<file path="src/rtl/video_timing_gen_pkg.sv">
// Shared timing constants, per-axis timing struct and tick-total helper for video_timing_gen.
// Optional build macro consumed by the generator: VIDEO_TIMING_ODD_SKIP_EN.
package video_timing_pkg;

    localparam int unsigned C_DEF_WIDTH       = 16;
    localparam int unsigned C_DEF_DIV         = 4;
    localparam int unsigned C_DEF_ACTIVE_H    = 256;
    localparam int unsigned C_DEF_FRONT_H     = 18;
    localparam int unsigned C_DEF_SYNC_H      = 25;
    localparam int unsigned C_DEF_BACK_H      = 42;
    localparam int unsigned C_DEF_ACTIVE_V    = 240;
    localparam int unsigned C_DEF_FRONT_V     = 5;
    localparam int unsigned C_DEF_SYNC_V      = 3;
    localparam int unsigned C_DEF_BACK_V      = 14;
    localparam int unsigned C_DEF_FRAME_WIDTH = 8;

    typedef struct packed {
        int unsigned active;
        int unsigned front;
        int unsigned sync;
        int unsigned back;
    } video_axis_t;

    typedef struct packed {
        video_axis_t h;
        video_axis_t v;
    } video_timing_t;

    function automatic int unsigned total_ticks(input video_axis_t axis);
        return axis.active + axis.front + axis.sync + axis.back;
    endfunction

endpackage

</file>
<file path="src/rtl/video_timing_gen_if.sv">
// Raster timing bundle driven by video_timing_gen towards the video output / PPU pipeline.
interface video_timing_gen_if #(
    parameter int unsigned P_width       = 16,
    parameter int unsigned P_frame_width = 8
);
    logic                     O_clock;
    logic                     O_rise;
    logic [P_width-1:0]       O_hcount;
    logic [P_width-1:0]       O_vcount;
    logic                     O_hsync;
    logic                     O_vsync;
    logic                     O_not_hblank;
    logic                     O_not_vblank;
    logic                     O_not_blank;
    logic                     O_line_start;
    logic                     O_frame_start;
    logic                     O_vblank_start;
    logic                     O_field;
    logic [P_frame_width-1:0] O_frame;

    modport master (
        output O_clock, O_rise, O_hcount, O_vcount, O_hsync, O_vsync,
               O_not_hblank, O_not_vblank, O_not_blank, O_line_start,
               O_frame_start, O_vblank_start, O_field, O_frame
    );

    modport slave (
        input  O_clock, O_rise, O_hcount, O_vcount, O_hsync, O_vsync,
               O_not_hblank, O_not_vblank, O_not_blank, O_line_start,
               O_frame_start, O_vblank_start, O_field, O_frame
    );
endinterface

</file>
<file path="src/rtl/video_timing_gen_pixel_divider.sv">
// Pixel tick divider: counts 0..P_div-1 while enabled, producing the pixel tick strobe
// and a roughly 50% duty pixel clock.
module pixel_divider #(
    parameter int unsigned P_div = 4
) (
    input  logic I_clock,
    input  logic I_reset,
    input  logic I_enable,
    output logic O_clock,
    output logic O_rise
);
    localparam int unsigned      C_DW   = (P_div > 2) ? $clog2(P_div) : 1;
    localparam logic [C_DW-1:0]  C_LAST = C_DW'(P_div - 1);
    localparam logic [C_DW-1:0]  C_HALF = C_DW'(P_div / 2);

    logic [C_DW-1:0] div_q;
    logic [C_DW-1:0] div_d;
    logic            rise_s;

    // Next divider phase; holds while disabled so resuming keeps the same phase.
    always_comb begin
        div_d  = div_q;
        rise_s = I_enable && (div_q == C_LAST);
        if (!I_enable) begin
            div_d = div_q;
        end else if (rise_s) begin
            div_d = {C_DW{1'b0}};
        end else begin
            div_d = div_q + C_DW'(1);
        end
    end

    // Divider state register with synchronous active-low reset.
    always_ff @(posedge I_clock) begin
        if (!I_reset) begin
            div_q <= {C_DW{1'b0}};
        end else begin
            div_q <= div_d;
        end
    end

    assign O_rise  = rise_s;
    assign O_clock = (div_q >= C_HALF);

endmodule

</file>
<file path="src/rtl/video_timing_gen.sv">
// Parametrised raster timing generator: pixel tick, h/v counters, sync/blank decode,
// strobes, field parity and frame counter. Optional macro: VIDEO_TIMING_ODD_SKIP_EN.
module video_timing_gen
    import video_timing_pkg::*;
#(
    parameter int unsigned P_width       = C_DEF_WIDTH,
    parameter int unsigned P_div         = C_DEF_DIV,
    parameter int unsigned P_active_h    = C_DEF_ACTIVE_H,
    parameter int unsigned P_front_h     = C_DEF_FRONT_H,
    parameter int unsigned P_sync_h      = C_DEF_SYNC_H,
    parameter int unsigned P_back_h      = C_DEF_BACK_H,
    parameter int unsigned P_active_v    = C_DEF_ACTIVE_V,
    parameter int unsigned P_front_v     = C_DEF_FRONT_V,
    parameter int unsigned P_sync_v      = C_DEF_SYNC_V,
    parameter int unsigned P_back_v      = C_DEF_BACK_V,
    parameter int unsigned P_hsync_pol   = 0,
    parameter int unsigned P_vsync_pol   = 0,
    parameter int unsigned P_frame_width = C_DEF_FRAME_WIDTH
) (
    input  logic                  I_clock,
    input  logic                  I_reset,
    input  logic                  I_enable,
    video_timing_gen_if.master    vid
);
    localparam video_timing_t C_T = '{
        h: '{active: P_active_h, front: P_front_h, sync: P_sync_h, back: P_back_h},
        v: '{active: P_active_v, front: P_front_v, sync: P_sync_v, back: P_back_v}
    };
    localparam int unsigned C_TICKS_H = total_ticks(C_T.h);
    localparam int unsigned C_TICKS_V = total_ticks(C_T.v);

    if ((64'(C_TICKS_H) > (64'd1 << P_width)) || (64'(C_TICKS_V) > (64'd1 << P_width))
        || (P_div < 2) || (P_div > 255)) begin : g_bad_config
        $error("video_timing_gen: illegal timing configuration");
    end

    localparam logic [P_width-1:0] C_H_LAST   = P_width'(C_TICKS_H - 1);
    localparam logic [P_width-1:0] C_V_LAST   = P_width'(C_TICKS_V - 1);
    // One extra bit so window ends equal to 2^P_width still compare correctly.
    localparam logic [P_width:0]   C_H_ACT    = (P_width+1)'(P_active_h);
    localparam logic [P_width:0]   C_HS_START = (P_width+1)'(P_active_h + P_front_h);
    localparam logic [P_width:0]   C_HS_END   = (P_width+1)'(P_active_h + P_front_h + P_sync_h);
    localparam logic [P_width:0]   C_V_ACT    = (P_width+1)'(P_active_v);
    localparam logic [P_width:0]   C_VS_START = (P_width+1)'(P_active_v + P_front_v);
    localparam logic [P_width:0]   C_VS_END   = (P_width+1)'(P_active_v + P_front_v + P_sync_v);
    localparam logic               C_HPOL     = (P_hsync_pol != 0);
    localparam logic               C_VPOL     = (P_vsync_pol != 0);

    logic [P_width-1:0]       hcount_q, hcount_d;
    logic [P_width-1:0]       vcount_q, vcount_d;
    logic                     field_q, field_d;
    logic [P_frame_width-1:0] frame_q, frame_d;
    logic                     rise_s;
    logic                     pix_clk_s;
    logic                     skip_s;
    logic                     frame_wrap_s;
    logic                     hsync_act_s;
    logic                     vsync_act_s;
    logic                     line_start_s;

    pixel_divider #(.P_div(P_div)) u_div (
        .I_clock  (I_clock),
        .I_reset  (I_reset),
        .I_enable (I_enable),
        .O_clock  (pix_clk_s),
        .O_rise   (rise_s)
    );

`ifdef VIDEO_TIMING_ODD_SKIP_EN
    localparam logic [P_width-1:0] C_H_SKIP = P_width'(C_TICKS_H - 2);
    // Odd fields end one tick early: the final pixel of the last line is dropped.
    assign skip_s = field_q && (vcount_q == C_V_LAST) && (hcount_q == C_H_SKIP);
`else
    assign skip_s = 1'b0;
`endif

    assign frame_wrap_s = skip_s || ((hcount_q == C_H_LAST) && (vcount_q == C_V_LAST));

    // Next raster position, field and frame number; advances only on a pixel tick.
    always_comb begin
        hcount_d = hcount_q;
        vcount_d = vcount_q;
        field_d  = field_q;
        frame_d  = frame_q;
        if (!rise_s) begin
            hcount_d = hcount_q;
        end else if (frame_wrap_s) begin
            hcount_d = {P_width{1'b0}};
            vcount_d = {P_width{1'b0}};
            field_d  = ~field_q;
            frame_d  = frame_q + P_frame_width'(1);
        end else if (hcount_q == C_H_LAST) begin
            hcount_d = {P_width{1'b0}};
            vcount_d = vcount_q + P_width'(1);
        end else begin
            hcount_d = hcount_q + P_width'(1);
        end
    end

    // Raster state registers with synchronous active-low reset.
    always_ff @(posedge I_clock) begin
        if (!I_reset) begin
            hcount_q <= {P_width{1'b0}};
            vcount_q <= {P_width{1'b0}};
            field_q  <= 1'b0;
            frame_q  <= {P_frame_width{1'b0}};
        end else begin
            hcount_q <= hcount_d;
            vcount_q <= vcount_d;
            field_q  <= field_d;
            frame_q  <= frame_d;
        end
    end

    assign hsync_act_s  = ({1'b0, hcount_q} >= C_HS_START) && ({1'b0, hcount_q} < C_HS_END);
    assign vsync_act_s  = ({1'b0, vcount_q} >= C_VS_START) && ({1'b0, vcount_q} < C_VS_END);
    assign line_start_s = rise_s && (hcount_q == {P_width{1'b0}});

    assign vid.O_clock        = pix_clk_s;
    assign vid.O_rise         = rise_s;
    assign vid.O_hcount       = hcount_q;
    assign vid.O_vcount       = vcount_q;
    assign vid.O_hsync        = hsync_act_s ? C_HPOL : ~C_HPOL;
    assign vid.O_vsync        = vsync_act_s ? C_VPOL : ~C_VPOL;
    assign vid.O_not_hblank   = ({1'b0, hcount_q} < C_H_ACT);
    assign vid.O_not_vblank   = ({1'b0, vcount_q} < C_V_ACT);
    assign vid.O_not_blank    = vid.O_not_hblank && vid.O_not_vblank;
    assign vid.O_line_start   = line_start_s;
    assign vid.O_frame_start  = line_start_s && (vcount_q == {P_width{1'b0}});
    assign vid.O_vblank_start = line_start_s && ({1'b0, vcount_q} == C_V_ACT);
    assign vid.O_field        = field_q;
    assign vid.O_frame        = frame_q;

endmodule

</file>
<file path="src/flat_wrapper.sv">
// flat-port wrapper written by rule: the top's interface ports become plain ports
module video_timing_gen_flat import video_timing_pkg::*;
#(
    parameter int unsigned P_width       = C_DEF_WIDTH,
    parameter int unsigned P_div         = C_DEF_DIV,
    parameter int unsigned P_active_h    = C_DEF_ACTIVE_H,
    parameter int unsigned P_front_h     = C_DEF_FRONT_H,
    parameter int unsigned P_sync_h      = C_DEF_SYNC_H,
    parameter int unsigned P_back_h      = C_DEF_BACK_H,
    parameter int unsigned P_active_v    = C_DEF_ACTIVE_V,
    parameter int unsigned P_front_v     = C_DEF_FRONT_V,
    parameter int unsigned P_sync_v      = C_DEF_SYNC_V,
    parameter int unsigned P_back_v      = C_DEF_BACK_V,
    parameter int unsigned P_hsync_pol   = 0,
    parameter int unsigned P_vsync_pol   = 0,
    parameter int unsigned P_frame_width = C_DEF_FRAME_WIDTH
)
  (I_clock, I_reset, I_enable, vid_O_clock, vid_O_rise, vid_O_hcount, vid_O_vcount, vid_O_hsync, vid_O_vsync, vid_O_not_hblank, vid_O_not_vblank, vid_O_not_blank, vid_O_line_start, vid_O_frame_start, vid_O_vblank_start, vid_O_field, vid_O_frame);
  video_timing_gen_if #(.P_width(P_width), .P_frame_width(P_frame_width)) vid_i ();
  input  logic I_clock;
  input  logic I_reset;
  input  logic I_enable;
  output wire logic [$bits(vid_i.O_clock)-1:0] vid_O_clock;
  output wire logic [$bits(vid_i.O_rise)-1:0] vid_O_rise;
  output wire logic [$bits(vid_i.O_hcount)-1:0] vid_O_hcount;
  output wire logic [$bits(vid_i.O_vcount)-1:0] vid_O_vcount;
  output wire logic [$bits(vid_i.O_hsync)-1:0] vid_O_hsync;
  output wire logic [$bits(vid_i.O_vsync)-1:0] vid_O_vsync;
  output wire logic [$bits(vid_i.O_not_hblank)-1:0] vid_O_not_hblank;
  output wire logic [$bits(vid_i.O_not_vblank)-1:0] vid_O_not_vblank;
  output wire logic [$bits(vid_i.O_not_blank)-1:0] vid_O_not_blank;
  output wire logic [$bits(vid_i.O_line_start)-1:0] vid_O_line_start;
  output wire logic [$bits(vid_i.O_frame_start)-1:0] vid_O_frame_start;
  output wire logic [$bits(vid_i.O_vblank_start)-1:0] vid_O_vblank_start;
  output wire logic [$bits(vid_i.O_field)-1:0] vid_O_field;
  output wire logic [$bits(vid_i.O_frame)-1:0] vid_O_frame;
  assign vid_O_clock = vid_i.O_clock;
  assign vid_O_rise = vid_i.O_rise;
  assign vid_O_hcount = vid_i.O_hcount;
  assign vid_O_vcount = vid_i.O_vcount;
  assign vid_O_hsync = vid_i.O_hsync;
  assign vid_O_vsync = vid_i.O_vsync;
  assign vid_O_not_hblank = vid_i.O_not_hblank;
  assign vid_O_not_vblank = vid_i.O_not_vblank;
  assign vid_O_not_blank = vid_i.O_not_blank;
  assign vid_O_line_start = vid_i.O_line_start;
  assign vid_O_frame_start = vid_i.O_frame_start;
  assign vid_O_vblank_start = vid_i.O_vblank_start;
  assign vid_O_field = vid_i.O_field;
  assign vid_O_frame = vid_i.O_frame;
  video_timing_gen #(.P_width(P_width), .P_div(P_div), .P_active_h(P_active_h), .P_front_h(P_front_h), .P_sync_h(P_sync_h), .P_back_h(P_back_h), .P_active_v(P_active_v), .P_front_v(P_front_v), .P_sync_v(P_sync_v), .P_back_v(P_back_v), .P_hsync_pol(P_hsync_pol), .P_vsync_pol(P_vsync_pol), .P_frame_width(P_frame_width)) u_core (.I_clock(I_clock), .I_reset(I_reset), .I_enable(I_enable), .vid(vid_i));
endmodule
</file>
<file path="config.mk">
export PLATFORM = sky130hd
export DESIGN_NAME = video_timing_gen_flat
export DESIGN_NICKNAME = d
export VERILOG_FILES = /design/src/rtl/video_timing_gen_pkg.sv /design/src/rtl/video_timing_gen_if.sv /design/src/rtl/video_timing_gen_pixel_divider.sv /design/src/rtl/video_timing_gen.sv /design/src/flat_wrapper.sv
export SDC_FILE = /design/constraint.sdc
export NUM_CORES = 1
export LEC_CHECK = 0
export CELL_PAD_IN_SITES_DETAIL_PLACEMENT = 0
export CELL_PAD_IN_SITES_GLOBAL_PLACEMENT = 1
export CORE_MARGIN = 2
export CORE_UTILIZATION = 33
export CTS_CLUSTER_DIAMETER = 30
export DETAILED_ROUTE_END_ITERATION = 10
export PLACE_DENSITY_LB_ADDON = 0.1
export SYNTH_ARGS = -nofsm -noshare
export SYNTH_HDL_FRONTEND = slang
export SYNTH_SLANG_ARGS = --single-unit
</file>
<file path="constraint.sdc">
create_clock -name I_clock -period 2.65 [get_ports I_clock]
set_clock_uncertainty 0.2 [all_clocks]
set_input_delay 0.53 -clock I_clock [delete_from_list [all_inputs] [get_ports I_clock]]
set_output_delay 0.53 -clock I_clock [all_outputs]
set_load 0.005 [all_outputs]
</file>
# [Yosys cells after proc, flatten, opt, wreduce, memory -nomap -nowiden]
# Cells that the tools add are included.
[totals] regBits=43 in_bits=3 output_inout_bits=51 wordCells=41
[op_classes] n_addsub=4 order_cmp=7 n_eq_ne=4 mux=7 bitwise_logic=1 reduce_logical=13
[op_table] operator="16-bit 2-to-1 mux" count=4
[op_table] operator="16-bit by 1-bit adder with 16-bit output (second input constant)" count=2
[op_table] operator="16-bit by 9-bit == test with 1-bit output (second input constant)" count=2
[op_table] operator="16-bit zero test" count=2
[op_table] operator="16-bit by 8-bit less-than comparator with 1-bit output (second input constant)" count=2
[op_table] operator="16-bit by 9-bit less-than comparator with 1-bit output (second input constant)" count=2
[op_table] operator="16-bit by 8-bit == test with 1-bit output (second input constant)" count=1
[op_table] operator="16-bit by 8-bit greater-or-equal comparator with 1-bit output (second input constant)" count=1
[op_table] operator="16-bit by 9-bit greater-or-equal comparator with 1-bit output (second input constant)" count=1
[op_table] operator="8-bit by 1-bit adder with 8-bit output (second input constant)" count=1
[op_table] operator="1-bit logical AND" count=8
[op_table] operator="2-bit AND reduction" count=2
[op_table] operator="2-bit by 1-bit adder with 2-bit output (second input constant)" count=1
[op_table] operator="2-bit == test (second input constant)" count=1
[op_table] operator="2-bit greater-or-equal comparator (second input constant)" count=1
[op_table] operator="1-bit 2-to-1 mux" count=2
[op_table] operator="2-bit 2-to-1 mux" count=1
[op_table] operator="2-bit nonzero test" count=1
[op_table] operator="1-bit NOT" count=1

# [Logic depth before layout (Yosys ltp)]
# Gate-level depths: netlist of the first run.
[logic_depth] word_depth=4 ltp_mapped=8 ltp_nobuf=7

# [Cells and area by module]
# Synthesis of the first run repeated with hierarchy kept, for this count alone.
[unflattened] cells_unflattened=302 area_unflattened_um2=2557.5
[modules_own_cells] mod="video_timing_gen" n_inst=1 cells_per_inst=289 area_per_inst_um2=2432.3 seq_area_each_um2=820.8
[modules_own_cells] mod="pixel_divider" n_inst=1 cells_per_inst=13 area_per_inst_um2=125.1 seq_area_each_um2=40.0

# [Worst setup path before layout of the first run]
# No wires, ideal clock.
[synth_path] path_kind="reg2out" from="register u_core.hcount_q[11], in the netlist u_core.vid.O_hcount[11]" to="output port vid_O_frame_start" t_arrival_ns=1.982 required_ns=1.920 path_slack_ns=-0.062 stages_incl_launch_ff=6 n_path_buf=0 path_cell_list="dfxtp_1 -> or4_4 -> or3_2 -> nor4_1 -> nand4b_1 -> nor2_1"
[synth_between] elab_chain_len=3
[synth_rtl] element="from (decl)" line="video_timing_gen.sv:49" source="logic [P_width-1:0] hcount_q, hcount_d;"
[synth_rtl] element="from (signal assigned)" line="video_timing_gen.sv:103" source="hcount_q <= {P_width{1'b0}};"
[synth_rtl] element="from (signal assigned)" line="video_timing_gen.sv:108" source="hcount_q <= hcount_d;"
[synth_rtl] element="16-bit zero test" line="video_timing_gen.sv:117" source="assign line_start_s = rise_s && (hcount_q == {P_width{1'b0}});"
[synth_rtl] element="1-bit logical AND" line="video_timing_gen.sv:117"
[synth_rtl] element="net vid_O_line_start" line="flat_wrapper.sv:32" source="output wire logic [$bits(vid_i.O_line_start)-1:0] vid_O_line_start;"
[synth_rtl] element="1-bit logical AND" line="video_timing_gen.sv:129" source="assign vid.O_frame_start = line_start_s && (vcount_q == {P_width{1'b0}});"
[synth_rtl] element="to (decl)" line="flat_wrapper.sv:33" source="output wire logic [$bits(vid_i.O_frame_start)-1:0] vid_O_frame_start;"
# The timed path passes the listed nets, and every way through them passes these cells.

# [Worst setup path in the final report of the first run]
[layout_path] from="register u_core.hcount_q[14], in the netlist u_core.vid.O_hcount[14]" to="output port vid_O_vblank_start"
[layout_between] elab_chain_len=3
[layout_rtl] element="16-bit zero test" line="video_timing_gen.sv:117"
[layout_rtl] element="1-bit logical AND" line="video_timing_gen.sv:117"
[layout_rtl] element="1-bit logical AND" line="video_timing_gen.sv:130" source="assign vid.O_vblank_start = line_start_s && ({1'b0, vcount_q} == C_V_ACT);"
[layout_rtl] element="to (decl)" line="flat_wrapper.sv:34" source="output wire logic [$bits(vid_i.O_vblank_start)-1:0] vid_O_vblank_start;"
# Every way passes these cells.

==> run summary, run 1 <==
The data arrival at the endpoint of the critical path came out at 2.20 ns. The max-capacitance violation count came out at 0. Synthesis produced a netlist whose cell count is 279. The number of buffers added on ports came out at 53. The critical path is of the reg -> out type. The sink count of the clock tree came out at 43. Setup violations remaining at the end of the flow were counted as 6.

The placement row count came out at 30. The number of slew-limit violations in the final report is 0. The number of warnings issued by yosys came out at 0. The final HPWL from detailed placement came out at 4680 µm. Yosys mapped a number of flops with a built-in enable equal to 0.

The worst-case IR drop observed on VDD is 0.199 mV. For this run, the top clock speed supported by timing is 341 MHz. The pin count of the biggest net entering global routing is 17.

The clock passes through at most 2 buffers. The number of diodes added for antenna fixing is 0. The number of standard cells in the final layout excluding fillers came out at 479. The net count of the finished layout came out at 395.

The number of endpoints with negative hold slack in the final report came out at 0. The average size of a mapped cell is 8.54 µm². The number of vias per cell after detailed routing came out at ~5. The chip height is between 80 and 90 µm. The die width is 89.0 µm. Summed over all instances, the cell type with the most area after synthesis is dfxtp_1. The post-layout minimum cycle time is 2.93 ns. Headroom to the max-slew limit came out at 0.662. The latest clock arrival within the worst-skew pair came out at 0.30 ns.

Synthesis produced a netlist with a net count of 292. The share of synthesized area in the top cell type comes to 0.361. The TritonCTS buffer count is 5. The area of the core is 6910 µm². The actual transition at the worst max-transition pin is 0.505 ns. The global-route wire length before repair is between 10,000 and 15,000 µm.

TritonCTS built the clock tree. Setup repair after global routing could not meet its margin everywhere. The fraction of the yosys area taken by sequential cells came out at 0.361. The number of routed nets with antenna violations came out at 0. The most used flip-flop cell after synthesis is dfxtp_1. The critical path data required time is ~1.9 ns. The post-synthesis to final-layout area growth is 48.4%. The number of hold buffers added after CTS came out at 0. The largest stage delay on the critical path came out at 0.53 ns. The number of global-route vias before repair is 2,261. Before antenna repair, the detailed router went through 4 iterations. The number of DRC markers after the initial detailed-route iteration is 114.

The worst setup path is captured at a primary output. The critical path goes through or4_4, or3_4, nor4_4, buf_4, buf_6, nand4b_1, nor2_1, buf_2. In the finished design, the share of the clock period the worst path needs comes to 1.11. The register bit count reported by yosys came out at 43.

The static leakage power is 1.37 nW. The cell area after synthesis is 2380 µm². The clock-pin slew on the worst setup and hold paths came out at 0.08 ns. The tree is rooted in a clkbuf_8. Detailed routing inserted a total of around 2,300 vias. The largest individual stage delay along the critical path comes from the cell or4_4.

The areal power density over the cells came out at approximately 320 nW/µm². The total detailed-routing wirelength came out at 6350 µm. In this run the number of H-tree levels came out at 2. Yosys attributes the largest share of cell area to dfxtp_1, nor2_1, xor2_1, ha_1, nand3_1. The share of post-route cells with drive strength above 1 is 0.235. The share of synthesized registers carrying an async set or reset is 0. The number of distinct library cells after synthesis is 45. The number of top-level pins is 54. The overall power after layout came out at 1.12 mW.

The total track usage came out at 0.168. The die area came out at 7920 µm². The final setup slack of the worst path came out at -0.280 ns.

The final setup TNS is -1.23 ns. The weighted congestion at the end of routability-driven global placement is 0.779. The checks that failed: negative setup slack.

The sum of overflow across all layers after global routing came out at 0. The share of the core filled with cells is 0.512. The initial antenna violation count came out at 0. The biggest fanout along the worst timing path came out at 2.

The flow ran to the end, but the final reports show violations. The number of cells after detailed placement is about 460. The initial utilization of the core area, before any placement, comes to 0.345. The detailed-route wire length per cell came out at 13.3 µm. The critical path launch point type is a flop. The min-delay analysis places its worst path in the category reg -> reg. The number of design rule violations left after detail routing came out at 0.
==> path summary, 6_finish.rpt <==
path / end / start / slack, ns / depth (start not counted)
worst max-delay path: vid_O_vblank_start / u_core.vid.O_hcount[14]$_SDFFE_PN0P_ / -0.28 / 8
worst min register to register: u_core.vid.O_field$_SDFFE_PN0P_ / u_core.vid.O_field$_SDFFE_PN0P_ / 0.27 / 2
worst min-delay path: u_core.vid.O_field$_SDFFE_PN0P_ / u_core.vid.O_field$_SDFFE_PN0P_ / 0.27 / 2
worst max register to register: u_core.vid.O_vcount[6]$_SDFFE_PN0P_ / u_core.vid.O_hcount[14]$_SDFFE_PN0P_ / 0.07 / 6
==> Yosys cell counts (all sizes together) (6+ instances only) <==
library cell / instances
o21ai: 6
nor2: 41
and3: 8
nor4: 7
clkbuf: 6
mux2i: 8
xnor2: 10
inv: 7
nand2b: 10
ha: 10
nor3: 8
xor2: 17
nand3: 19
nand4: 15
nand2: 21
dfxtp: 43
==> cell families (layout without fill, tap and decap cells) <==
| logic type | Yosys count | in the layout | share of synthesized area |
|---|---|---|---|
| simple gates | 152 | 152 | 0.348 |
| flops | 43 | 43 | 0.361 |
| xor+xnor | 27 | 27 | 0.0992 |
| fa+ha+maj | 10 | 10 | 0.0525 |
| mux | 8 | 8 | 0.0336 |
| compound gates | 20 | 20 | 0.0619 |
| buf+inv | 19 | 123 | 0.0441 |
==> power breakdown <==
| part | total [mW] | internal (mW) | leakage, nW | switching [mW] |
|---|---|---|---|---|
| combinational | 0.0545 | 0.0273 | 0.985 | 0.0271 |
| clock | 0.419 | 0.185 | 0.0412 | 0.235 |
| sequential | 0.651 | 0.648 | 0.348 | 0.00251 |
==> per-stage QoR <==
stage	instance area, µm²	worst slack [ns]	hold WS (ns)
floorplan	2390	0.0182	0.259
global placement	3330	-0.446	0.256
detailed placement	3330	-0.464	0.264
CTS	3470	-0.377	0.276
global route	3540	-0.420	0.304
finish	3540	-0.280	0.270
==> worst max-delay path: cells and delay by family (launching register included) <==
kind / cells / cell delay, ns
buffers and inverters: 3 / 0.35
flip-flops: 1 / 0.33
AND/OR/NAND/NOR: 5 / 1.22
==> placed cells by master (no fill, tap or decap), drive strengths merged, types with 2 or more instances in the layout <==
master	count
and2	3
and3	8
buf	59
clkbuf	7
clkdlybuf4s50	48
dfxtp	43
ha	10
inv	7
mux2i	8
nand2	21
nand2b	10
nand3	19
nand4	15
nor2	41
nor2b	2
nor3	8
nor4	7
nor4b	2
o21ai	6
o311ai	5
o41ai	5
or2	2
or3	3
or4	5
xnor2	10
xor2	17
==> state kept, by name, indices dropped and copies added, names as in the netlist <==
name                 flops
u_core.vid.O_field       1
u_core.vid.O_vcount     16
u_core.u_div.div_q       2
u_core.vid.O_hcount     16
u_core.vid.O_frame       8
==> area by class of cell <==
type	count	area [µm²]
fillers	708	3370
flip-flops and latches	43	865
repair buffers	108	948
clock buffers	6	72.6
clock inverters	2	12.5
well taps	96	120
inverters	7	26.3
multi-input cells	217	1490
==> layer usage <==
metal,GRT usage,part of all wire,vias up
li1,-,-,1188
met1,0.220,0.47,1079
met2,0.287,0.49,54
met3,0.0286,0.032,6
met4,0.0461,0.0069,0
met5,0,0,-
==> repair_timing <==
item,4_1_cts,5_1_grt
pin swaps,6,6
gates resized for setup,28,10
cloned,0,0
hold endpoints to repair,0,0
endpoints found under the setup margin,8,16
buffers inserted,5,2
Note: power is estimated with default switching activity, not from simulation.
==> run 2: changes to the inputs <==
- CTS_CLUSTER_DIAMETER: 30 -> unset
==> results of run 2 <==
Same layout as run 1: the final DEF is identical, and so are final timing and power.
